===== config.mk =====
export PLATFORM = sky130hd
export DESIGN_NAME = alu_exec_stage
export DESIGN_NICKNAME = d
export VERILOG_FILES = /design/src/rtl/alu_exec_stage.sv
export SDC_FILE = /design/constraint.sdc
export NUM_CORES = 1
export LEC_CHECK = 0
export ABC_AREA = 1
export CORE_MARGIN = 3
export CORE_UTILIZATION = 45
export CTS_CLUSTER_DIAMETER = 100
export DETAILED_ROUTE_END_ITERATION = 12
export PLACE_DENSITY = 0.83
export SYNTH_ARGS = -nofsm -noshare
export SYNTH_HDL_FRONTEND = slang
export SYNTH_SLANG_ARGS = --single-unit

===== constraint.sdc =====
create_clock -name clk -period 3.15 [get_ports clk]
set_input_delay 0.7875 -clock clk [delete_from_list [all_inputs] [get_ports clk]]
set_output_delay 0.7875 -clock clk [all_outputs]
set_load 0.02 [all_outputs]

===== src/rtl/alu_exec_stage.sv =====
// Execute stage around a 16-bit 74181-style ALU: registers the operation, captures result, tag and Z/N/C flags.
// Latency: operation accepted at one edge, ALU settles for one cycle, result is valid after the following edge.
// Backpressure: DONE holds the result until out_ready; in_ready follows out_ready there, and flush blocks accepts.
module alu_exec_stage #(
  parameter int WIDTH = 16,
  parameter int TAG_W = 3
) (
  input  logic             clk,
  input  logic             rst,
  input  logic             flush,
  input  logic             in_valid,
  output logic             in_ready,
  input  logic [3:0]       in_s,
  input  logic             in_m,
  input  logic [WIDTH-1:0] in_a,
  input  logic [WIDTH-1:0] in_b,
  input  logic [TAG_W-1:0] in_tag,
  input  logic             in_setf,
  output logic [3:0]       alu_s,
  output logic             alu_m,
  output logic [WIDTH-1:0] alu_a,
  output logic [WIDTH-1:0] alu_b,
  input  logic [WIDTH-1:0] alu_y,
  input  logic             alu_co,
  output logic             out_valid,
  input  logic             out_ready,
  output logic [WIDTH-1:0] out_y,
  output logic [TAG_W-1:0] out_tag,
  output logic             flag_z,
  output logic             flag_n,
  output logic             flag_c,
  output logic             busy
);

  typedef enum logic [1:0] {
    ST_IDLE = 2'd0,
    ST_EXEC = 2'd1,
    ST_DONE = 2'd2
  } state_t;

  state_t state_q, state_d;

  logic [3:0]       alu_s_q;
  logic             alu_m_q;
  logic [WIDTH-1:0] alu_a_q;
  logic [WIDTH-1:0] alu_b_q;
  logic [TAG_W-1:0] tag_q;
  logic             setf_q;
  logic [WIDTH-1:0] out_y_q;
  logic [TAG_W-1:0] out_tag_q;
  logic             z_q, n_q, c_q;
  logic             accept;
  logic             capture;

  // Next-state and upstream ready; flush wins over every other action and blocks accepts.
  always_comb begin
    state_d  = state_q;
    in_ready = 1'b0;
    if (flush) begin
      state_d = ST_IDLE;
    end else begin
      case (state_q)
        ST_IDLE: begin
          in_ready = 1'b1;
          if (in_valid) state_d = ST_EXEC;
        end
        ST_EXEC: state_d = ST_DONE;
        ST_DONE: begin
          in_ready = out_ready;
          if (out_ready) state_d = in_valid ? ST_EXEC : ST_IDLE;
        end
        default: state_d = ST_IDLE;
      endcase
    end
  end

  assign accept  = in_valid & in_ready;
  // Result is taken at the end of EXEC unless that cycle is flushed.
  assign capture = (state_q == ST_EXEC) & ~flush;

  // State register.
  always_ff @(posedge clk) begin
    if (rst) state_q <= ST_IDLE;
    else     state_q <= state_d;
  end

  // Operation registers load only on accept so the ALU inputs stay stable between accepts.
  always_ff @(posedge clk) begin
    if (rst) begin
      alu_s_q <= 4'd0;
      alu_m_q <= 1'b1;
      alu_a_q <= '0;
      alu_b_q <= '0;
      tag_q   <= '0;
      setf_q  <= 1'b0;
    end else if (accept) begin
      alu_s_q <= in_s;
      alu_m_q <= in_m;
      alu_a_q <= in_a;
      alu_b_q <= in_b;
      tag_q   <= in_tag;
      setf_q  <= in_setf;
    end
  end

  // Result and tag capture; held through DONE stalls and flushes.
  always_ff @(posedge clk) begin
    if (rst) begin
      out_y_q   <= '0;
      out_tag_q <= '0;
    end else if (capture) begin
      out_y_q   <= alu_y;
      out_tag_q <= tag_q;
    end
  end

  // Flags update only from a captured operation that asked for it; carry is meaningless in logic mode.
  always_ff @(posedge clk) begin
    if (rst) begin
      z_q <= 1'b0;
      n_q <= 1'b0;
      c_q <= 1'b0;
    end else if (capture && setf_q) begin
      z_q <= (alu_y == '0);
      n_q <= alu_y[WIDTH-1];
      c_q <= alu_m_q ? 1'b0 : alu_co;
    end
  end

  assign alu_s     = alu_s_q;
  assign alu_m     = alu_m_q;
  assign alu_a     = alu_a_q;
  assign alu_b     = alu_b_q;
  assign out_valid = (state_q == ST_DONE);
  assign out_y     = out_y_q;
  assign out_tag   = out_tag_q;
  assign flag_z    = z_q;
  assign flag_n    = n_q;
  assign flag_c    = c_q;
  assign busy      = (state_q != ST_IDLE);

endmodule


# After elaboration in Yosys (flattened, before gate mapping)
# Index checks and enable logic that the tools add are counted.
[classes]
n_eq_ne = 4
n_mux = 7
bitwise_logic = 3
reduce_logical = 6
[op_table]
columns = ["op", "count"]
rows = [
  ["$logic_not A16 Y1", 1],
  ["$pmux W2 S3", 1],
  ["$mux W2", 2],
  ["$mux W1", 3],
  ["$and A1 B1 Y1", 2],
  ["$eq A2 B1 Y1 const B", 1],
  ["$eq A2 B2 Y1 const B", 1],
  ["$logic_not A2 Y1", 1],
  ["$ne A2 B1 Y1 const B", 1],
  ["$ne A2 B2 Y1 const B", 1],
  ["$pmux W1 S2", 1],
  ["$reduce_and A2 Y1", 1],
  ["$reduce_bool A2 Y1", 1],
  ["$reduce_or A2 Y1", 1],
  ["$logic_and A1 B1 Y1", 1],
  ["$not A1 Y1", 1],
]
[word_totals]
register_bits = 65
inputBits = 63
out_inout_bits = 62
word_cells = 32

# Logic depth before layout (Yosys ltp)
[depth]
depth_word = 4
ltp_mapped = 8
ltp_nobuf = 7

# Worst setup path before layout
# OpenSTA, ideal clock, no wires.
[synth_timing]
kind = "in2out"
from = "input port out_ready"
to = "output port in_ready"
arrival_time_ps = 1223
required_ps = 2362
slack_ps = 1140
path_stages = 2
n_path_buf = 0
path_cell_list = "nand2_1 -> a21oi_1"
[synth_between]
elab_chain_len = 2
[synth_rtl]
columns = ["item", "line", "rtl"]
rows = [
  ["from (decl)", "26", "input logic out_ready,"],
  ["$pmux W1 S2", "62", "case (state_q)"],
  ["$mux W1", "59", "if (flush) begin"],
  ["to (decl)", "12", "output logic in_ready,"],
]
# No other way between the ends.

# Final worst setup path
# Ends and elaborated chain as after synthesis.

==> results.json <==
{
  "finalSetupTns_ns": 0,
  "critPathMaxStageDelay_ns": 0.62,
  "worst_path_most_repeated_cell": "clkdlybuf4s50_1",
  "dieArea_um2": 7782,
  "cts_buffers": 9,
  "final_max_slew_viol_count": 0,
  "synthCells": 475,
  "area_delta_synth_final_pct": 50.02,
  "via_per_inst": 4.664,
  "fin_nets": 654,
  "yosys_register_bits": 65,
  "synth_common_cells": "inv_1, nand2_1, dfxtp_1, nor2_1, nand4_1",
  "synth_top_cell_area_share_pct": 42.78,
  "hold_class": "reg -> reg",
  "synth_top_area_cell": "dfxtp_1",
  "tightestPinTransition_ns": 0.4400,
  "worst_r2r_startpoint": "state_q[0]",
  "p_leak_nw": 2.217,
  "wl_met1_mm": 3.556,
  "max_freq_mhz": 345.7,
  "num_antenna_cells": 0,
  "grt_max_degree": 43,
  "synth_area_per_cell_um2": 6.404,
  "cts_root_buf": "clkbuf_8",
  "powerDensity_nw_per_um2": 468.4,
  "drt-wirelength-per-cell_um": 12.26,
  "cts.reportedPaths.clkPinSlew_ns": 0.07,
  "setup_violations": 0,
  "hpwl_mm": 5.828,
  "synth_most_common_cell": "inv_1",
  "cts_tree": "built",
  "firstDrtPassIters": 4,
  "die_w_um": 88.22,
  "cp_top_family": "buffers and inverters",
  "gp_congestion": 0.8200,
  "io_pins": 125,
  "crit_chain": "clkdlybuf4s50_1 > nand2_1 > a21oi_1 > clkdlybuf4s50_1",
  "row_count": 29,
  "initialDrtViolationCount": 117,
  "drive_gt1_share_pct": 6.376,
  "max-slew-margin-rel_pct": 70.67,
  "worstSetupStartpointType": "input port",
  "cts.sinks": 65,
  "yosys-top-cells-area": "dfxtp_1, inv_1, nand2_1",
  "ir_drop_v": 0.0002601,
  "final_core_util_pct": 70.65,
  "path_max_fanout": 2,
  "critPathRequiredTime_ns": 2.36,
  "track_usage_pct": 21.82,
  "arrival_ns": 2.11,
  "reg2reg_slack_ns": 1.49,
  "synth_cell_types": 17,
  "holdBufCountCts": 0,
  "synth_fp_nets": 538,
  "die_h_um": 88.22,
  "crit_buf_inv": 2,
  "synth-main-ff-cell": "dfxtp_1",
  "holdCritStartpoint": "out_y[11]",
  "cts_buffer_depth": 2,
  "rr_endpoint": "alu_b[12]",
  "synthArstFlopShare_pct": 0,
  "grt.overflow.total": 0,
  "wl_met2_mm": 3.911,
  "start_util_pct": 47.09,
  "grt_pass1_wl_mm": 13.47,
  "drv_cap": 0,
  "coreArea_um2": 6459,
  "hold_end": "out_y[11]",
  "min_period_ns": 2.893,
  "end_kind": "output port",
  "ant_nets": 0,
  "synth_area_um2": 3042,
  "num_vias": 3139,
  "synth-edff-count": 0,
  "drc_errors": 0,
  "portBuffers": 124,
  "grt_pass1_vias": 3053,
  "reg2reg_depth": 8,
  "yosysSeqAreaShare_pct": 42.78,
  "postRouteWirelength_mm": 8.249,
  "yosys_warnings": 0,
  "hold_viol_final": 0,
  "antenna_found_initial": 0,
  "met3_length_um": 674,
  "clkLatencyLatePin_ns": 0.34,
  "post_cts_buffers": 0,
  "whs_path_depth": 2,
  "maxUsedRoutingLayer": "met4",
  "rsz0062_at_grt": "false",
  "crit_type": "in -> out",
  "cts_max_level": 3,
  "critPathSlowestCell": "clkdlybuf4s50_1",
  "cts_resized": 0,
  "timing.final.crit_share_pct": 91.84,
  "status": "finished, final reports clean",
  "finClkSkew_ns": 0.007437
}
[tightest hold or removal path, stage by stage (launching register included)]
cell     delay, ns
dfxtp_1       0.31
inv_1         0.04
a21oi_1       0.05
[power by group]
| group | leakage (nW) | switching [mW] | internal (mW) |
|---|---|---|---|
| Sequential | 0.533 | 0.0257 | 0.869 |
| Combinational | 1.56 | 0.209 | 0.202 |
| Clock | 0.123 | 0.321 | 0.511 |
| Total | 2.22 | 0.556 | 1.58 |
[area by class of cell]
type	count	area, um^2
clock inverter	4	73.82
timing repair buffer	132	1314
multi-input combinational	237	1065
fill	540	1896
inverter	146	548.0
tap	77	96.34
sequential	65	1301
clock buffer	12	165.2
[logic make-up after synthesis]
logic type | Yosys count | share of synthesized area, %
AO/OA/AOI/OAI | 43 | 7.158
buffers and inverters | 173 | 22.21
flip-flops | 65 | 42.78
AND/OR/NAND/NOR | 194 | 27.85
[sequential cells by signal, summed over array words and instances (netlist names)]
signal / count
alu_b: 16
state_q: 2
setf_q: 1
flag_n: 1
alu_m: 1
alu_s: 4
alu_a: 16
tag_q: 3
flag_c: 1
flag_z: 1
out_tag: 3
out_y: 16
[cell usage in the layout, fill, tap and decap left out]
master,Yosys,routed
nand2_1,92,92
a21oi_1,22,22
nand2_2,2,2
dfxtp_1,65,65
bufinv_16,0,2
clkbuf_8,0,12
buf_12,0,1
inv_2,11,11
nand4_1,42,42
buf_4,5,7
nand3_2,1,1
clkinv_2,0,1
inv_1,134,134
nand3_1,2,2
a211oi_1,1,1
clkinv_1,1,1
clkinv_4,0,1
o21ai_0,20,20
clkdlybuf4s50_1,0,124
nor2_1,55,55
[worst max-delay path by stage]
| stage | start | end | slack (ns) | cells after the start |
|---|---|---|---|---|
| global placement | out_ready | in_ready | 0.26 | 4 |
| CTS | out_ready | in_ready | 0.25 | 4 |
| finish | out_ready | in_ready | 0.26 | 4 |
| global route | out_ready | in_ready | 0.22 | 4 |
| detailed placement | out_ready | in_ready | 0.25 | 4 |
| floorplan | out_ready | in_ready | 1.14 | 2 |
[per-layer routing]
metal / GRT usage [%] / vias up
li1: - / 1627
met1: 26.80 / 1389
met2: 36.71 / 114
met3: 5.307 / 9
met4: 8.791 / 0
met5: 0 / -
[per-stage QoR]
stage / cell area [um^2] / hold WS [ns] / setup slack [ns] / cells / power, mW
after global routing: 4563 / 0.4691 / 0.2156 / 673 / 2.229
after global placement: 4324 / 0.4311 / 0.2606 / 657 / 1.313
after detailed placement: 4324 / 0.4364 / 0.2533 / 657 / 1.323
after CTS: 4563 / 0.4476 / 0.2503 / 673 / 2.154
final: 4563 / 0.4456 / 0.2572 / 673 / 2.137
after floorplan: 3042 / 0.4327 / 1.140 / 475 / 1.122
No activity file was read; power rests on OpenSTA's default activity.
